File: config.mk
export PLATFORM = sky130hd
export DESIGN_NAME = tx_frame_scheduler
export DESIGN_NICKNAME = d
export VERILOG_FILES = /design/src/rtl/tx_frame_scheduler.sv
export SDC_FILE = /design/constraint.sdc
export NUM_CORES = 1
export LEC_CHECK = 0
export CORE_MARGIN = 4
export CORE_UTILIZATION = 46
export DETAILED_ROUTE_END_ITERATION = 7
export HOLD_SLACK_MARGIN = 0.1
export PLACE_DENSITY = 0.9
export SLEW_MARGIN = 20
export SYNTH_ARGS = -nofsm -noshare
export SYNTH_HDL_FRONTEND = slang
export SYNTH_SLANG_ARGS = --single-unit
export TNS_END_PERCENT = 100
File: constraint.sdc
create_clock -name clk -period 1.8 [get_ports clk]
set_input_delay 0.27 -clock clk [delete_from_list [all_inputs] [get_ports clk]]
set_output_delay 0.27 -clock clk [all_outputs]
set_load 0.02 [all_outputs]
File: src/rtl/tx_frame_scheduler.sv
// tx_frame_scheduler: shares one serial frame transmitter between four requesters,
// sequencing grant/start/busy/done/gap per frame and flagging handshake errors.
module tx_frame_scheduler #(
    parameter int unsigned DW  = 8,
    parameter int unsigned GAP = 16,
    parameter int unsigned TMO = 255
) (
    input  logic            clk,
    input  logic            rst_n,
    input  logic            en,
    input  logic            mode,
    input  logic [3:0]      req,
    input  logic [4*DW-1:0] req_data,
    output logic [3:0]      gnt,
    output logic            tx_start,
    output logic [DW-1:0]   tx_data,
    input  logic            tx_busy,
    input  logic            tx_done,
    output logic [1:0]      cur_ch,
    output logic [15:0]     frame_cnt,
    output logic [1:0]      err,
    input  logic            err_clr
);
    localparam int unsigned NCH = 4;
    localparam int unsigned TW  = (TMO > 1) ? $clog2(TMO) : 1;
    localparam int unsigned GW  = (GAP > 1) ? $clog2(GAP) : 1;

    typedef enum logic [2:0] {
        S_IDLE      = 3'd0,
        S_START     = 3'd1,
        S_WAIT_BUSY = 3'd2,
        S_WAIT_DONE = 3'd3,
        S_GAP       = 3'd4
    } state_t;

    state_t          state, state_nxt;
    logic [TW-1:0]   tmo_cnt, tmo_cnt_nxt;
    logic [GW-1:0]   gap_cnt, gap_cnt_nxt;
    logic [3:0]      gnt_nxt;
    logic            tx_start_nxt;
    logic [DW-1:0]   tx_data_nxt;
    logic [1:0]      cur_ch_nxt;
    logic [15:0]     frame_cnt_nxt;
    logic [1:0]      err_nxt;
    logic [1:0]      err_set;
    logic [1:0]      win;
    logic            grant;
    logic            tmo_hit;
    logic            gap_last;

    assign grant    = en && (req != 4'b0000);
    assign tmo_hit  = (tmo_cnt == TW'(TMO - 1));
    assign gap_last = (GAP == 0) ? 1'b1 : (gap_cnt == GW'(GAP - 1));

    // Winner: lowest set index (fixed) or first set index after cur_ch (round-robin)
    always_comb begin : pick
        logic [1:0] idx;
        idx = 2'd0;
        win = 2'd0;
        if (mode) begin
            for (int i = int'(NCH) - 1; i >= 0; i--) begin
                if (req[i]) win = 2'(i);
            end
        end else begin
            for (int k = int'(NCH); k >= 1; k--) begin
                idx = cur_ch + 2'(k);
                if (req[idx]) win = idx;
            end
        end
    end

    // State and output registers
    always_ff @(posedge clk or negedge rst_n) begin
        if (!rst_n) begin
            state     <= S_IDLE;
            tmo_cnt   <= '0;
            gap_cnt   <= '0;
            gnt       <= 4'b0000;
            tx_start  <= 1'b0;
            tx_data   <= '0;
            cur_ch    <= 2'd3;
            frame_cnt <= 16'h0000;
            err       <= 2'b00;
        end else begin
            state     <= state_nxt;
            tmo_cnt   <= tmo_cnt_nxt;
            gap_cnt   <= gap_cnt_nxt;
            gnt       <= gnt_nxt;
            tx_start  <= tx_start_nxt;
            tx_data   <= tx_data_nxt;
            cur_ch    <= cur_ch_nxt;
            frame_cnt <= frame_cnt_nxt;
            err       <= err_nxt;
        end
    end

    // Next-state logic
    always_comb begin
        state_nxt = state;
        case (state)
            S_IDLE: begin
                if (grant) state_nxt = S_START;
            end
            S_START: begin
                state_nxt = S_WAIT_BUSY;
            end
            S_WAIT_BUSY: begin
                if (tx_busy)      state_nxt = tx_done ? S_GAP : S_WAIT_DONE;
                else if (tmo_hit) state_nxt = S_GAP;
            end
            S_WAIT_DONE: begin
                if (tx_done) state_nxt = S_GAP;
            end
            S_GAP: begin
                if (gap_last) state_nxt = S_IDLE;
            end
            default: state_nxt = S_IDLE;
        endcase
    end

    // Next values of the registered outputs and counters
    always_comb begin
        gnt_nxt       = 4'b0000;
        tx_start_nxt  = 1'b0;
        tx_data_nxt   = tx_data;
        cur_ch_nxt    = cur_ch;
        frame_cnt_nxt = frame_cnt;
        tmo_cnt_nxt   = '0;
        gap_cnt_nxt   = '0;
        err_set       = 2'b00;
        case (state)
            S_IDLE: begin
                err_set[1] = tx_done;
                if (grant) begin
                    gnt_nxt[win] = 1'b1;
                    tx_data_nxt  = req_data[win*DW +: DW];
                    cur_ch_nxt   = win;
                end
            end
            S_START: begin
                err_set[1]   = tx_done;
                tx_start_nxt = 1'b1;
            end
            S_WAIT_BUSY: begin
                if (tx_busy) begin
                    if (tx_done) frame_cnt_nxt = frame_cnt + 16'd1;
                end else if (tmo_hit) begin
                    err_set[0] = 1'b1;
                end else begin
                    tmo_cnt_nxt = tmo_cnt + TW'(1);
                end
            end
            S_WAIT_DONE: begin
                if (tx_done) frame_cnt_nxt = frame_cnt + 16'd1;
            end
            S_GAP: begin
                err_set[1] = tx_done;
                if (!gap_last) gap_cnt_nxt = gap_cnt + GW'(1);
            end
            default: begin
                err_set = 2'b00;
            end
        endcase
        // A new error wins over a simultaneous clear
        err_nxt = (err & ~{2{err_clr}}) | err_set;
    end

endmodule

# --- Word level (Yosys, flattened, before mapping) ---
# Cells that the tools add are included.
classes:
  shifts: 1
  n_eq_ne: 11
  muxes: 41
  magnitude_cmp: 6
  n_div: 0
  reduce_logical: 9
  bitwise: 3
  add_sub_neg: 6
  mul: 0
ops:
  columns: ["operator", "n"]
  rows:
  - ["$mux W16", 2]
  - ["$pmux W16 S2", 1]
  - ["$shiftx A32 B6 Y8", 1]
  - ["$mux W8", 3]
  - ["$mux W2", 9]
  - ["$mux W3", 6]
  - ["$add A16 B1 Y16 const B", 1]
  - ["$mux W4", 4]
  - ["$lt A2 B3 Y1 const B", 5]
  - ["$pmux W3 S5", 1]
  - ["$mux W1", 10]
  - ["$add A8 B1 Y8 const B", 1]
  - ["$bmux W1 S2", 4]
  - ["$eq A8 B8 Y1 const B", 1]
  - ["$ne A2 B2 Y1 const B", 4]
  - ["$eq A3 B2 Y1 const B", 2]
  - ["$add A2 B2 Y2 const B", 2]
  - ["$add A4 B1 Y4 const B", 1]
  - ["$eq A4 B4 Y1 const B", 1]
  - ["$reduce_and A2 Y1", 2]
  - ["$reduce_and A4 Y1", 1]
  - ["$reduce_bool A4 Y1", 1]
  - ["$eq A3 B1 Y1 const B", 1]
  - ["$eq A3 B3 Y1 const B", 1]
  - ["other kinds (11)", 12]
totals:
  mem_count: 0
  in_bits: 43
  mem_bits_ro: 0
  ramBits: 0
  latch_bits: 0
  register_bits: 48
  out_inout_bits: 33
  elab_cells: 86

# --- Depth between registers and ports, before layout ---
logic_depth:
  depth_word: 13
  mapped_depth: 7
  mapped_depth_nobuf: 6

# --- Worst setup path before layout ---
# OpenSTA, ideal clock, no wires.
synth_path:
  path_kind: "register to register"
  start: "register cur_ch[1]"
  end: "register tx_data[0]"
  setup_ns: 0.134
  synth_period_minus_slack_ns: 1.767
  path_buffers: 2
  arrival_ns: 1.633
  slack_ns: 0.033
  required_ns: 1.666
  path_stages_with_launch: 8
  path_cell_list: "dfstp_2 -> o21ai_0 -> o21a_1 -> o32a_1 -> buf_4 -> buf_4 -> a32oi_1 -> o221ai_2"
synth_via:
  elab_chain_len: 8
  word_cells_on_any_way: 17
  classes_between: "3 x add/sub; 1 x shift; 13 x mux"
synth_lines:
  columns: ["element", "line", "rtl"]
  rows:
  - ["from (decl)", "19", "output logic [1:0] cur_ch,"]
  - ["from (signal assigned)", "91", "cur_ch <= cur_ch_nxt;"]
  - ["$add A2 B2 Y2 or $bmux W1 S2 (tied branches)", "66, 67", null]
  - ["$bmux W1 S2 or $mux W1 (tied branches)", "67", "if (req[idx]) win = idx;"]
  - ["$mux W1 (implied by the code) or $mux W2 (tied branches)", "67", null]
  - ["$mux W2 (2 in series)", "67", null]
  - ["$mux W2 (*)", "67", null]
  - ["$mux W2 (*)", "60", "if (mode) begin"]
  - ["$shiftx A32 B6 Y8 (*)", "136", "tx_data_nxt = req_data[win*DW +: DW];"]
  - ["to (signal assigned)", "90", "tx_data <= tx_data_nxt;"]
  - ["to (decl)", "16", "output logic [DW-1:0] tx_data,"]
# Mark *: on every way between the ends. The rest lies on a longest branch, timed or not. The select of a mux whose other input is x is not followed.
# A chain may end at the register's enable or synchronous reset.

# --- Worst setup path after layout ---
layout_path:
  start: "register cur_ch[1]"
  end: "register tx_data[1]"
# Same word-level chain as after synthesis.

==> results.md <==
- Hold path cells: 1
- Max VDD drop: 0.000836 V
- Reg2reg start: cur_ch[1]
- Crit Path Category: reg -> reg
- Post-Place Cells: 367
- Clk_lat worst skew: 0.30 ns
- Max-slew headroom: 0.602
- CTS H-tree depth: 2
- Synthesized area: 2380 sq um
- CP max stage cell: dfstp_2
- Leak Pwr: 0.00159 uW
- Cell family with most CP delay: compound AO/OA/AOI/OAI gates
- CTS tree: yes
- Layout Nets: 362
- Ys async rst share: 1.00
- Syn-to-layout area delta: 52.3%
- Wl on met1: 2580 um
- ANT nets after route: 0
- Total number of vias: 2023
- Clk pin slew, worst setup/hold paths: 0.08 ns
- Fin crit share: 1.03
- Hold Slack: 0.470 ns
- Fmax: 537 MHz
- Pin count of the biggest net entering global routing: 49
- Die area: 6400 sq um
- Max-cap violations: 0
- Remaining Overflow, GRT: 0
- Die width: 80 um
- Critical path launch point type: flip-flop
- ANT cells: 0
- Via density per instance: 5.28
- Register area: 1200 sq um
- Fraction of layout cells with a size suffix above 1: 0.193
- Area of the core: 4880 sq um
- Crit path time final: 1.86 ns
- Library cells used by synthesis: 46
- Post-synthesis sequential area ratio: 0.505
- DR WL met3: 359 um
- CP Capture Type: flip-flop
- Worst reg2reg path depth: 5
- DR top layer: met4
- Final Wtd Congestion: 0.777
- Top Ports: 76
- Max-slew violations: 0
- DR WL/cell: 16.3 um
- Clk_skew: 0.00692 ns
- Vias in the first global route: 2109
- Top_reg_cell synth: dfrtp_1
- Initial antenna violation count: 0
- Setup slack, reg-to-reg: -0.06 ns
- First-pass GRT wire length: 10100 um
- CTS buffer count: 5
- Post-DP HPWL: 4190 um
- Syn_nets: 266
- Worst-path fanout max: 10
- Syn. warnings: 0
- Chip height: 80 um
- CP arrival: 2.04 ns
- Initial core utilization: 0.489
- Iteration-0 DRC count of the detailed router: 84
- Clock Path Buffers: 2
- EDFF count, synth: 0
- Setup TNS: -0.451 ns
- Cell Pwr Density: 1130 nW/um^2
- Fillers: 344
- Violated checks: setup timing
- Outcome: finished with violations
- GRT Overall Usage: 0.206
- Setup slack after layout: -0.0625 ns
- Buf+Inv Stages, Crit Path: 1
- DRC Markers: 0
- Area of the multi-input gates: 1220 sq um
- Total Routed Length: 6260 um
- Quantity of I/O buffers inserted on ports: 75
- Hold_sp: gap_cnt[0]
- Worst Hold Path EP: gap_cnt[0]
- Slew @ Worst Pin: 0.597 ns
- Drt first pass iters: 4
- Root buffer cell: clkbuf_8
- Hold Fails Final Rpt: 0
- Synthesized instance count: 219
- Worst min-delay path class: reg -> reg
- # rows: 25
- Crit-path cells: a221oi_2, o32a_1, bufbuf_16, a32oi_1, o221ai_2
- R2R Path End: tx_data[1]
- Register bit total from synthesis: 48
- Worst path max stage delay: 0.58 ns
- Crit path required time: 1.98 ns
- # setup viols final: 8
- RSZ-0062 raised after global routing: true
- Mean Syn Cell Area: 10.9 sq um
- Non-Filler Instances: 383
- TritonCTS Sinks: 48
- Metal2 WL: 3270 um
report_power, final:
part	total [uW]	internal, uW	switching (uW)
combinational	1920	982	936
clock	653	314	340
sequential	1520	1310	203
worst reg2reg max path, delay by kind of cell (launching register included):
family	cells	cell delay (ns)
buf+inv	1	0.31
flops	1	0.58
compound gates	4	0.85
sequential cells by signal, indices dropped and copies added (netlist names):
register,flops
gap_cnt,4
gnt,4
tmo_cnt,8
frame_cnt,16
cur_ch,2
err,2
tx_start,1
state,3
tx_data,8
per-layer routing:
metal  vias up  global-route usage
met5         -                   0
met4         0              0.0608
met3         5              0.0497
met2        70               0.349
met1       978               0.260
li1        970                   -
kinds of logic (layout without fill, tap and decap cells):
kind of cell,after synthesis,in the layout,synth area share
buf+inv,26,122,0.0509
mux,10,10,0.0430
xor+xnor,23,23,0.0845
compound gates,34,34,0.135
simple gates,74,75,0.161
flops,48,48,0.505
fa+ha+maj,4,4,0.0210
metrics by stage:
stage	instance area, sq um	util	setup slack, ns	power [uW]
after floorplan	2380	-	0.0332	2430
after CTS	3570	0.733	-0.0208	4060
after global routing	3630	0.744	-0.132	4330
after global placement	3280	0.673	-0.317	3090
after detailed placement	3280	0.673	-0.397	3140
final	3630	0.744	-0.0625	4090
cell type report:
| cell class | instances | area share |
|---|---|---|
| Multi-Input combinational cell | 146 | 0.337 |
| Sequential cell | 48 | 0.331 |
| Timing Repair Buffer | 97 | 0.266 |
| Clock buffer | 8 | 0.0248 |
| Tap cell | 67 | 0.0231 |
| Inverter | 17 | 0.0176 |
how the worst max path moves through the flow:
stage | slack [ns] | startpoint | end | cells past startpoint
after floorplan | 0.03 | cur_ch[1] | tx_data[0] | 7
after global placement | -0.32 | req[3] | tx_data[7] | 7
after detailed placement | -0.40 | req[3] | tx_data[4] | 6
after CTS | -0.02 | cur_ch[0] | tx_data[7] | 7
after global routing | -0.13 | cur_ch[0] | tx_data[7] | 7
final | -0.06 | cur_ch[1] | tx_data[1] | 5
cells in the final DEF (no fill, tap or decap), types with 2 or more instances in the layout:
cell	count
and2_1	2
xor2_1	10
o21ai_1	2
xnor2_1	13
inv_1	16
a32oi_2	3
nand3_1	12
and4_1	2
clkdlybuf4s50_1	69
buf_4	14
ha_1	4
nor3_1	4
and3_1	4
nand4_1	8
mux2i_4	7
and3b_1	2
o221ai_2	8
mux2_2	2
dlygate4sd2_1	2
o21ai_0	4
nor2_1	20
dfrtp_1	46
a32oi_1	5
dlymetal6s2s_1	3
dfstp_2	2
clkbuf_8	6
clkbuf_1	2
buf_6	6
nand2_1	12
what timing repair did:
action / in CTS / in global routing
endpoints found under the hold margin: 46 / 0
endpoints found under the setup margin: 8 / 14
pin swaps: 2 / 9
setup buffers: 6 / 1
gates cloned: 2 / 1
hold buffers: 1 / 0
resized for setup: 22 / 17
Yosys cell counts, drive strengths merged (2+ instances only):
master / count / share of area
nor3: 4 / 0.0084
nand4: 8 / 0.021
clkbuf: 3 / 0.0047
a32oi: 8 / 0.029
nor2: 21 / 0.034
a211oi: 2 / 0.0084
o21ai: 6 / 0.013
nand3: 13 / 0.029
inv: 17 / 0.027
dfstp: 2 / 0.022
xnor2: 13 / 0.048
ha: 4 / 0.021
and4: 2 / 0.0073
xor2: 10 / 0.037
o221ai: 8 / 0.050
and2: 2 / 0.0052
and3: 4 / 0.010
and3b: 2 / 0.0073
buf: 6 / 0.019
mux2: 2 / 0.0094
dfrtp: 46 / 0.48
mux2i: 8 / 0.034
nand2: 12 / 0.019
Power figures use the tool's default switching activity.
==> patch 1: new RTL, same flow settings <==
Set the parameter `DW` to 10 (it was 8).
--- a/src/rtl/tx_frame_scheduler.sv
+++ b/src/rtl/tx_frame_scheduler.sv
@@ -2,5 +2,5 @@
 // sequencing grant/start/busy/done/gap per frame and flagging handshake errors.
 module tx_frame_scheduler #(
-    parameter int unsigned DW  = 8,
+    parameter int unsigned DW  = 10,
     parameter int unsigned GAP = 16,
     parameter int unsigned TMO = 255
Interface: changed (resized req_data and tx_data); port bits go from 76 to 86. No check against the original RTL was run, so the function may have changed too.
==> patch 1 against the original RTL <==
- clock power grew 19%
- worst setup slack lost 250 ps
- highest routed layer unchanged
- design area is 8.8% higher
- routed wire length grew 12%
- area after synthesis is 6.9% higher
- critical endpoint is now tx_data[0]
- sequential cell count rose by 2
- critical path type unchanged
- worst hold slack got worse by 5.9 ps
- the run still ends with setup timing left
- largest power group unchanged
- power grew 11%
==> patch 1: results (changes against the original RTL) <==
** Logic synthesis
- The synthesized-area fraction occupied by adder cells came to 1.96% (-0.14 points).
- The commonest cells after synthesis are sky130_fd_sc_hd__dfrtp_1 (48), sky130_fd_sc_hd__mux2i_1 (21), sky130_fd_sc_hd__nand2_1 (20).
- By area the synthesized netlist is led by sky130_fd_sc_hd__dfrtp_1 (47%), sky130_fd_sc_hd__mux2i_1 (8.2%), sky130_fd_sc_hd__o221ai_2 (4.7%).
- Post-synthesis net count :: 280 (+5.3%)
- Post-Synth XOR/XNOR Area :: 7.90% (-0.55 points)
- Synth unique cells :: 48 (+4.3%)
- Area fraction in compound gates after synthesis :: 10.1% (-3.4 points)
- The multiplexer share of the synthesized area is 9.13% (+4.8 points).

** GRT
- Largest net degree at the start of global routing :: 32 (-35%)
- The global routing usage summed across all routing layers came to 19.9% (-0.68 points).
- The global-route wire length before repair came to 10300 microns (+1.2%).

** Power and ir drop
- Sequential share of power :: 34.7% (-2.4 points)
- The combinational cell fraction of total power was 48.1% (+1.2 points).
- The cell leakage power was 1.76 nW (+11%).
- Net switching fraction of the power :: 35.2% (-0.96 points)
- Max IR drop VDD :: 0.909 mV (+8.8%)
- PD cells :: 1140 nW/um^2 (+1.6%)

** Finish
- Share of cells above drive strength 1 :: 22.5% (+3.2 points)
- The largest registers in the layout are frame_cnt: 16 flops, tx_data: 10 flops, tmo_cnt: 8 flops.
- Fill count :: 350 (+1.7%)
- # nets final :: 396 (+9.4%)

** Timing
- Min setup slack post-route :: -310 ps (-248 ps)
- Skew final :: 10.6 ps (+3.67 ps)
- The number of endpoints failing setup at the final stage was 13 (+5).
- The slew at the pin with the worst max-slew slack is 513 ps (-84.0 ps).

** Worst setup path
- Data arrival time at the worst-slack endpoint :: 2300 ps (+260 ps)
- Largest stage delay, worst path :: 560 ps (-20 ps)
- Critical Path Fanout Max :: 7 (-3)

** Min path
- Hold Crit Class :: input port to asynchronous set/reset pin

** Status
- Outcome :: complete, but fails checks
- Violations in the final reports :: setup timing

** Routing
- Per-cell routed wire length :: 17.0 microns (+4.3%)
- The detailed-routing iteration count for the pre-antenna-repair pass was 4 (unchanged).
- The vias after detailed routing is 2179 (+7.7%).
- The DRC violation total after the first TritonRoute iteration was 123 (+46%).

** Placement
- Number of buffers inserted by port buffering :: 85 (+13%)
- Placer congestion estimate :: 0.774 (-0.44%)
- The half-perimeter wire length after detailed placement is 4800 microns (+15%).
-- patch 1: timing repair --
action,CTS,global route
gates cloned,0,1
endpoints found under the setup margin,16,17
hold buffers,1,0
gates resized for setup,15,24
setup buffers,7,5
pin swaps,2,4
endpoints found under the hold margin,19,0
-- patch 1: cell type report --
class	count	share of cell area, %
Sequential cell	50	31.8
Timing Repair Buffer	121	30.2
Inverter	5	0.539
Clock inverter	3	1.01
Clock buffer	5	1.74
Tap cell	70	2.22
Multi-Input combinational cell	158	32.5
-- patch 1: worst max-delay path: cells and delay by family (launching register included) --
family          cells  cell delay (ps)
flops               1              560
mux                 2              550
buf+inv             3              450
compound gates      2              420
-- patch 1: path summary, 6_finish.rpt --
check                      slack, ps  cells past startpoint          to       start
max reg2reg                     -310                      7  tx_data[0]   cur_ch[1]
min in group clk                 470                      1  gap_cnt[0]  gap_cnt[0]
max in group asynchronous        740                      3   cur_ch[0]       rst_n
min reg2reg                      470                      1  gap_cnt[0]  gap_cnt[0]
max                             -310                      7  tx_data[0]   cur_ch[1]
min                              460                      2  tx_data[9]       rst_n
-- patch 1: stage by stage --
stage          area [sq um]  worst slack [ps]  TNS [ps]  std cells  util [%]
4_1_cts                3860              -275     -2870        412      73.7
2_1_floorplan          2560              -197     -1920        225         -
3_3_place_gp           3640              -549     -8400        396      69.4
5_1_grt                3950              -420     -4440        412      75.4
3_5_place_dp           3640              -682     -9600        396      69.4
6_report               3950              -310     -3060        412      75.4
-- patch 1: routing by layer --
layer / track usage, % / up-vias / share of wire (%)
met2: 33.7 / 92 / 47
li1: - / 1040 / -
met3: 3.58 / 12 / 8.7
met1: 25.5 / 1035 / 42
met4: 6.98 / 0 / 1.5
met5: 0 / - / 0
==> patch 2: new RTL, config.mk and constraints unchanged <==
Without the edit above. Encoding of `state_t`: now one-hot (5 bits for 5 states).
--- a/src/rtl/tx_frame_scheduler.sv
+++ b/src/rtl/tx_frame_scheduler.sv
@@ -26,10 +26,10 @@
     localparam int unsigned GW  = (GAP > 1) ? $clog2(GAP) : 1;
 
-    typedef enum logic [2:0] {
-        S_IDLE      = 3'd0,
-        S_START     = 3'd1,
-        S_WAIT_BUSY = 3'd2,
-        S_WAIT_DONE = 3'd3,
-        S_GAP       = 3'd4
+    typedef enum logic [4:0] {
+        S_IDLE      = 5'b00001,
+        S_START     = 5'b00010,
+        S_WAIT_BUSY = 5'b00100,
+        S_WAIT_DONE = 5'b01000,
+        S_GAP       = 5'b10000
     } state_t;
 
Behaviour: same outputs for any inputs over 10 cycles, from zero or initial values and one cycle with rst_n low; not proved beyond that.
==> patch 2 against the original RTL <==
- the run still ends with setup timing left
- die area is 3.6% higher
- non-clock buffer count is 16 higher
- worst setup slack worse by 180 ps
- sequential cell count is 2 higher
- power is 3.6% higher
- area after synthesis is 4.0% higher
- critical path depth is 2 higher
- global-route usage is 1.7 points lower
- routed wire length is 9.0% higher
- design area is 8.8% higher
- via count is 12% higher
- clock skew hardly changed
- critical path type unchanged
- largest power group unchanged
==> patch 2: results (changes against the original RTL) <==
** Timing
- Worst-case headroom to the max-slew limit :: 64.8% (+4.6 points)
- The accumulated negative setup slack is -1370 ps (-922 ps).
- Min setup slack post-route :: -242 ps (-180 ps)
- The number of endpoints failing setup at the final stage was 17 (+9).

** Logic synthesis
- Synth unique cells :: 43 (-6.5%)
- By area the synthesized netlist is led by sky130_fd_sc_hd__dfrtp_1 (47%), sky130_fd_sc_hd__mux2i_1 (6.9%), sky130_fd_sc_hd__xor2_1 (5.7%).
- Post-Synth XOR/XNOR Area :: 8.48% (+0.029 points)
- The commonest cells after synthesis are sky130_fd_sc_hd__dfrtp_1 (47), sky130_fd_sc_hd__nor2_1 (27), sky130_fd_sc_hd__nand2_1 (20).
- The synthesized-area fraction occupied by ao, oa, aoi and oai cells is 10.4% (-3.1 points).
- Synthesized area divided by synthesized cell count :: 10.7 sq um (-1.8%)

** GRT
- Global router's overall resource usage :: 18.9% (-1.7 points)
- Largest net degree at the start of global routing :: 30 (-39%)
- The number of global-route vias before repair came to 2116 (+0.33%).

** Placement
- Placer congestion estimate :: 0.836 (+7.5%)
- Worst-case setup slack after placement :: -399 ps (-1.91 ps)

** Power and ir drop
- Comb power frac :: 44.9% (-2.0 points)
- Internal power component :: 2.79 mW (+6.8%)
- The power per standard cell area came to 1070 nW/um^2 (-4.8%).
- Sequential share of power :: 36.1% (-1.0 points)

** Status
- Outcome :: complete, but fails checks
- The final reports fail on setup timing.

** Worst setup path
- Critical Path Fanout Max :: 9 (-1)
- On the critical path the largest part of the delay comes from flip-flops.

** Routing
- The vias after detailed routing is 2258 (+12%).

** Min path
- In this run the most critical hold path is launched from frame_cnt[15].
==> patch 2: changes by cell type after synthesis, sizes merged, moves of 3 or more <==
cell / delta
inv: -6
nand2b: +3
xor2: +6
nand2: +8
a32oi: -8
o21ai: +4
nor2: +6
xnor2: -5
mux2i: +9
or3: +3
==> patch 2: final cells by class <==
cell class                 instances  share of cell area [%]
clock buffer                       7                    2.19
timing repair buffer             113                    28.2
tap                               70                    2.22
sequential                        50                    31.8
clock inverter                     1                   0.760
inverter                          11                    1.05
multi-input combinational        165                    33.8
==> patch 2: metal layers <==
layer  up-vias  share of wire, %  GRT usage (%)
met5         -                 0              0
met4         0               3.8           6.76
met3        18               5.6           4.28
met2        89                53           33.8
met1      1100                37           22.1
li1       1051                 -              -
==> patch 2: what timing repair did <==
item,in CTS,in global routing
hold endpoints to repair,18,0
hold buffers,1,0
pin swaps,0,15
endpoints found under the setup margin,9,21
resized for setup,3,41
cloned,0,2
setup buffers,0,9
